**config.mk**
```make
export PLATFORM = sky130hd
export DESIGN_NAME = aes_step_sequencer
export DESIGN_NICKNAME = d
export VERILOG_FILES = /design/src/rtl/aes_step_sequencer.sv
export SDC_FILE = /design/constraint.sdc
export NUM_CORES = 1
export LEC_CHECK = 0
export ABC_AREA = 1
export CORE_MARGIN = 2
export CORE_UTILIZATION = 37
export CTS_CLUSTER_DIAMETER = 200
export DETAILED_ROUTE_END_ITERATION = 16
export GPL_ROUTABILITY_DRIVEN = 1
export PLACE_DENSITY = 0.77
export REMOVE_ABC_BUFFERS = 1
export SYNTH_ARGS = -nofsm -noshare
export SYNTH_HDL_FRONTEND = slang
export SYNTH_SLANG_ARGS = --single-unit
```
**constraint.sdc**
```tcl
create_clock -name clk -period 1.4 [get_ports clk]
set_clock_uncertainty 0.05 [all_clocks]
set_input_delay 0.21 -clock clk [delete_from_list [all_inputs] [get_ports clk]]
set_output_delay 0.21 -clock clk [all_outputs]
set_load 0.005 [all_outputs]
```
**src/rtl/aes_step_sequencer.sv**
```systemverilog
// -----------------------------------------------------------------------------
// aes_step_sequencer
//
// Purpose:
//   Drives the enable of the 5-bit LFSR step counter in the AES controller and
//   turns each step into binary step/round/phase indices and datapath enables.
//   On completion it raises a held done that the consumer acknowledges.
//
// Optional build macro:
//   SEQ_CHECK_EN - when defined, each LFSR code is decoded back to a binary step
//                  and compared with the shadow step count. Any disagreement,
//                  including an illegal code, sends the FSM to ERR and raises
//                  seq_err until err_clr. When undefined, state_counter and
//                  err_clr are unused, seq_err is 0 and ERR cannot be reached.
//
// Parameters:
//   NUM_STEPS     steps per operation; even, 2..20; two steps per round
//
// Ports:
//   clk           rising-edge clock
//   rst           asynchronous active-low reset
//   start         operation request, accepted only while start_ready=1
//   start_ready   high in IDLE
//   abort         cancels a running operation (priority over everything in RUN)
//   done          operation complete, held until done_ack
//   done_ack      consumer acknowledge of done
//   err_clr       leaves ERR
//   state_counter LFSR code from the step counter
//   en_signal     counter enable; low makes the counter hold code 1
//   busy          high in RUN
//   step_idx      binary step 0..NUM_STEPS-1 (0 outside RUN)
//   round_idx     step_idx >> 1
//   phase         step_idx[0]
//   last_round    round_idx == NUM_STEPS/2-1
//   key_exp_en    phase == 0
//   mix_en        phase == 1 and not last_round
//   seq_err       sequence-mismatch flag, held while in ERR
// -----------------------------------------------------------------------------
module aes_step_sequencer #(
  parameter int unsigned NUM_STEPS = 20
) (
  input  logic       clk,
  input  logic       rst,
  input  logic       start,
  output logic       start_ready,
  input  logic       abort,
  output logic       done,
  input  logic       done_ack,
  input  logic       err_clr,
  input  logic [4:0] state_counter,
  output logic       en_signal,
  output logic       busy,
  output logic [4:0] step_idx,
  output logic [3:0] round_idx,
  output logic       phase,
  output logic       last_round,
  output logic       key_exp_en,
  output logic       mix_en,
  output logic       seq_err
);

  localparam logic [4:0] LAST_STEP  = 5'(NUM_STEPS - 1);
  localparam logic [3:0] LAST_ROUND = 4'(NUM_STEPS / 2 - 1);

  typedef enum logic [1:0] {
    S_IDLE = 2'd0,
    S_RUN  = 2'd1,
    S_DONE = 2'd2,
    S_ERR  = 2'd3
  } state_t;

  state_t     r_state;
  state_t     w_state_nxt;
  logic [4:0] r_step;
  logic [4:0] w_step_nxt;
  logic       w_run;
  logic       w_mismatch;

`ifdef SEQ_CHECK_EN
  logic       w_dec_valid;
  logic [4:0] w_dec_step;

  // Inverse of the counter's code table. Codes outside the table decode as
  // invalid, so they can never match any shadow step.
  always_comb begin
    w_dec_valid = 1'b1;
    w_dec_step  = '0;
    case (state_counter)
      5'd1:    w_dec_step = 5'd0;
      5'd3:    w_dec_step = 5'd1;
      5'd7:    w_dec_step = 5'd2;
      5'd15:   w_dec_step = 5'd3;
      5'd31:   w_dec_step = 5'd4;
      5'd30:   w_dec_step = 5'd5;
      5'd29:   w_dec_step = 5'd6;
      5'd26:   w_dec_step = 5'd7;
      5'd21:   w_dec_step = 5'd8;
      5'd10:   w_dec_step = 5'd9;
      5'd20:   w_dec_step = 5'd10;
      5'd9:    w_dec_step = 5'd11;
      5'd19:   w_dec_step = 5'd12;
      5'd6:    w_dec_step = 5'd13;
      5'd12:   w_dec_step = 5'd14;
      5'd24:   w_dec_step = 5'd15;
      5'd17:   w_dec_step = 5'd16;
      5'd2:    w_dec_step = 5'd17;
      5'd4:    w_dec_step = 5'd18;
      5'd8:    w_dec_step = 5'd19;
      default: w_dec_valid = 1'b0;
    endcase
  end

  assign w_mismatch = !w_dec_valid || (w_dec_step != r_step);
`else
  logic w_unused_inputs;
  assign w_unused_inputs = ^{state_counter, err_clr};
  assign w_mismatch      = 1'b0;
`endif

  always_ff @(posedge clk or negedge rst) begin
    if (!rst) begin
      r_state <= S_IDLE;
      r_step  <= '0;
    end else begin
      r_state <= w_state_nxt;
      r_step  <= w_step_nxt;
    end
  end

  always_comb begin
    w_state_nxt = r_state;
    w_step_nxt  = r_step;
    case (r_state)
      S_IDLE: begin
        if (start) begin
          w_state_nxt = S_RUN;
          w_step_nxt  = '0;
        end
      end
      S_RUN: begin
        // abort beats both a mismatch and completion on the same step
        if (abort) begin
          w_state_nxt = S_IDLE;
          w_step_nxt  = '0;
        end else if (w_mismatch) begin
          w_state_nxt = S_ERR;
          w_step_nxt  = '0;
        end else if (r_step == LAST_STEP) begin
          w_state_nxt = S_DONE;
          w_step_nxt  = '0;
        end else begin
          w_step_nxt = r_step + 5'd1;
        end
      end
      S_DONE: begin
        if (done_ack) begin
          w_state_nxt = S_IDLE;
        end
      end
      S_ERR: begin
`ifdef SEQ_CHECK_EN
        if (err_clr) begin
          w_state_nxt = S_IDLE;
        end
`else
        w_state_nxt = S_IDLE;
`endif
      end
      default: begin
        w_state_nxt = S_IDLE;
        w_step_nxt  = '0;
      end
    endcase
  end

  assign w_run       = (r_state == S_RUN);
  assign start_ready = (r_state == S_IDLE);
  assign busy        = w_run;
  assign en_signal   = w_run;
  assign done        = (r_state == S_DONE);
  assign seq_err     = (r_state == S_ERR);

  // Decode is gated by RUN so every index and enable reads 0 elsewhere.
  assign step_idx    = w_run ? r_step : '0;
  assign round_idx   = w_run ? r_step[4:1] : '0;
  assign phase       = w_run & r_step[0];
  assign last_round  = w_run & (r_step[4:1] == LAST_ROUND);
  assign key_exp_en  = w_run & ~r_step[0];
  assign mix_en      = w_run & r_step[0] & (r_step[4:1] != LAST_ROUND);

endmodule

```
# After elaboration in Yosys (flattened, before gate mapping)
# Index checks and enable logic that the tools add are counted.
# op_classes
add_sub_neg	1
n_mul	0
div	0
magnitude_cmp	0
eq_ne	9
shift	0
mux	11
bitwise	5
n_reduce_logical	4
# ops
operator	n
$mux W5	4
$pmux W5 S2	1
$mux W2	4
$pmux W2 S4	1
$add A5 B1 Y5 const B	1
$eq A5 B5 Y1 const B	1
$and A1 B1 Y1	4
$eq A2 B2 Y1 const B	2
$eq A4 B4 Y1 const B	1
$mux W4	1
$ne A4 B4 Y1 const B	1
$ne A3 B2 Y1 const B	1
$reduce_and A3 Y1	1
$eq A2 B1 Y1 const B	1
$logic_not A2 Y1	1
$ne A2 B1 Y1 const B	1
$ne A2 B2 Y1 const B	1
$reduce_and A2 Y1	1
$reduce_bool A2 Y1	1
$not A1 Y1	1
# totals
ff_bits	7
latchBits	0
ram_bits	0
rom_bits	0
input_bits	11
output_inout_bits	18
word_cells	32
mem_count	0

# Longest topological paths before layout
# logic_depth
word_depth	4
ltp_mapped	8

# Least setup slack after synthesis
# Ideal clock, no wire load.
# synth_timing
path_kind	register to output
start	register r_state[1]
end	output port mix_en
arrival_ps	970
slack_ps	170
stages_incl_launch_ff	6
n_path_buf	1
cell_sequence	dfrtp_1 inv_2 nand2_2 buf_6 nor2_1 o21a_1
# synth_between
elab_chain_len	3
# synth_lines
element	line	text
start, declared	72	state_t r_state;
start signal, assigned	125	r_state <= w_state_nxt;
$eq A2 B1 Y1	176	assign w_run = (r_state == S_RUN);
$and A1 B1 Y1	n/a	
net phase	55	output logic phase,
$and A1 B1 Y1	189	assign mix_en = w_run & r_step[0] & (r_step[4:1] != LAST_ROUND);
end, declared	58	output logic mix_en,
# The timed path passes the listed nets, and every way through them passes these cells.

# Final worst setup path
# layout_timing
start	register r_state[0]
end	output port mix_en
# layout_between
elab_chain_len	3
# layout_lines
element	line
$eq A2 B1 Y1	176
$and A1 B1 Y1 (2 in series)	189
# Every way passes these cells.

==> impl_metrics.tcl <==
set metrics [dict create \
    failed_checks "setup timing" \
    core_um2 1300 \
    setup-tns-final_ns -0.728 \
    layout-drive-gt1-share_pct 54.3 \
    cp_max_fo 6 \
    critPathLaunchType "flop" \
    r2r_cells 8 \
    rr_startpoint "r_state[0]$_DFFE_PN0P_" \
    grt_pass1_wl_um 2560 \
    timing.fmax_ghz 0.656 \
    tightest_slew_ns 0.367 \
    routed_via_density 4.95 \
    p_leak_nw 0.496 \
    critPathSlowestCell "dfrtp_1" \
    clk_pin_slew_ns 0.06 \
    placed_cells 121 \
    cts_max_level 1 \
    ys_seq_elements 7 \
    ff_latch_area_um2 175 \
    hold_viol 0 \
    wire_per_inst_um 13.5 \
    start_util_pct 40.1 \
    multiInputGateArea_um2 319 \
    syn_to_final_growth_pct 76.7 \
    yosys_warnings 0 \
    arrival_ns 1.26 \
    cts_hold_buf 0 \
    cap_violations 0 \
    ant_nets 0 \
    chipHeight_um 41.6 \
    final_util_pct 70.9 \
    dieArea_um2 1730 \
    final_cells 131 \
    relSlewSlack_pct 75.4 \
    portBuffers 22 \
    seq_area_frac_synth_pct 33.6 \
    reg2reg_setup_slack_ns 0 \
    n_antenna_cell 0 \
    dp_hpwl_um 1090 \
    syn_area_um2 522 \
    setup_viol 15 \
    root_buffer "clkbuf_4" \
    final_nets 129 \
    period_minus_slack_ns 1.52 \
    fp.dieW_um 41.6 \
    fin_crit_sh_pct 109 \
    max_stage_delay_ns 0.40 \
    gp_congestion 0.800 \
    layout_commonest_cell "buf_4" \
    worstReg2RegEnd "r_step[3]$_DFFE_PN0P_" \
    rows 13 \
    rsz0062_at_grt "true" \
    worstSetupPathType "reg -> out" \
    clk_latency_ns 0.25 \
    drt_wl_total_um 1760 \
    grt_pass1_vias 613 \
    cp.required_ns 1.14 \
    cp_top_family "flip-flops" \
    crit_buf_inv 3 \
    grtUsageTotal_pct 20.2 \
    cts-buffers-inserted 3 \
    grt-ovfl-total 0 \
    max-vdd-ir-drop_uv 1260 \
    antenna_found_initial 0 \
    design.portCount 29 \
    cts_buffer_depth 2 \
    cp_cell_sequence "buf_6, nand2_8, nor2_4, buf_6, o21a_1, buf_2" \
    layout_common_cells "16 x buf_4, 11 x nand2_1, 10 x inv_1, 9 x buf_2" \
    outcome "complete, but fails checks" \
    slew_violations 0 \
    firstDrtPassIters 4 \
    power_density_nw_per_um2 1930 \
    grt_max_degree 8 \
    tritoncts "built" \
    vias 648 \
    min_path_type "in -> async" \
    drc 0 \
    fillCellCount 109 \
    synthCells 77 \
    ys_types 19 \
    end_kind "output pin" \
    crit_path_frequent_cell "buf_6" \
    synth_area_per_cell_um2 6.78 \
    whs_ns 0.183 \
    first_iter_violations 12 \
    setup_ws_ns -0.124 \
    clkSinkCount 7 \
]
==> area by class of cell <==
type / count / share of cell area [%]
flip-flops and latches: 7 / 19.0
clock buffers: 4 / 2.85
multi-input cells: 47 / 34.6
well taps: 15 / 2.04
inverters: 15 / 6.38
repair buffers: 43 / 35.1
==> repair_timing <==
item	in CTS	in global routing
pin swaps	2	3
gates cloned	0	0
gates resized for setup	60	37
endpoints found under the setup margin	21	22
buffers inserted	4	4
==> sequential cells by signal, indices dropped and copies added, names as in the netlist <==
| register | count |
|---|---|
| r_step | 5 |
| r_state | 2 |
==> routing by layer <==
| layer | part of all wire (%) | track usage (%) | up-vias |
|---|---|---|---|
| li1 | - | - | 312 |
| met1 | 36 | 20.9 | 299 |
| met2 | 54 | 35.3 | 29 |
| met3 | 5.1 | 2.61 | 8 |
| met4 | 4.9 | 17.4 | 0 |
| met5 | 0 | 0 | - |
==> metrics by stage <==
stage	power (mW)	setup WS (ns)	area, um^2
final	1.78	-0.124	922
after global routing	1.90	-0.159	922
after CTS	1.57	-0.158	875
after detailed placement	1.26	-0.202	812
after global placement	1.24	-0.219	812
after floorplan	0.673	0.165	460
==> worst max-delay path by stage <==
stage | to | startpoint | depth (start not counted) | slack, ns
floorplan | mix_en | r_state[1]$_DFFE_PN0P_ | 4 | 0.16
global placement | phase | r_state[1]$_DFFE_PN0P_ | 5 | -0.22
detailed placement | phase | r_state[1]$_DFFE_PN0P_ | 5 | -0.20
CTS | busy | r_state[0]$_DFFE_PN0P_ | 5 | -0.16
global route | mix_en | r_state[1]$_DFFE_PN0P_ | 6 | -0.16
finish | mix_en | r_state[0]$_DFFE_PN0P_ | 6 | -0.12
==> logic make-up (layout without fill, tap and decap cells) <==
| family | after synthesis | count (layout) | share of synthesized area, % |
|---|---|---|---|
| and+or+nand+nor | 40 | 40 | 34.5 |
| AOI/OAI and AO/OA | 5 | 5 | 5.27 |
| xor gates and xnor gates | 1 | 1 | 1.68 |
| DFF | 7 | 7 | 33.6 |
| buffers and inverters | 23 | 62 | 22.5 |
| adders and majority gates | 1 | 1 | 2.40 |
==> report_power, final <==
part | internal (mW) | total, mW | switching (mW)
registers | 0.261 | 0.310 | 0.0489
logic | 0.633 | 1.28 | 0.644
clock network | 0.110 | 0.196 | 0.0869
total | 1.00 | 1.78 | 0.780
==> synth_stat cells (all sizes together) <==
library cell  number  area, um^2
a21oi              1        5.00
buf                7        56.3
clkbuf             1        5.00
dfrtp              7         175
ha                 1        12.5
inv               15        56.3
nand2             16        70.1
nand3              6        30.0
nand4              3        18.8
nor2              13        51.3
nor3               2        10.0
o21a               1        7.51
o21ai              3        15.0
xor2               1        8.76
(Power assumes the default switching activity.)
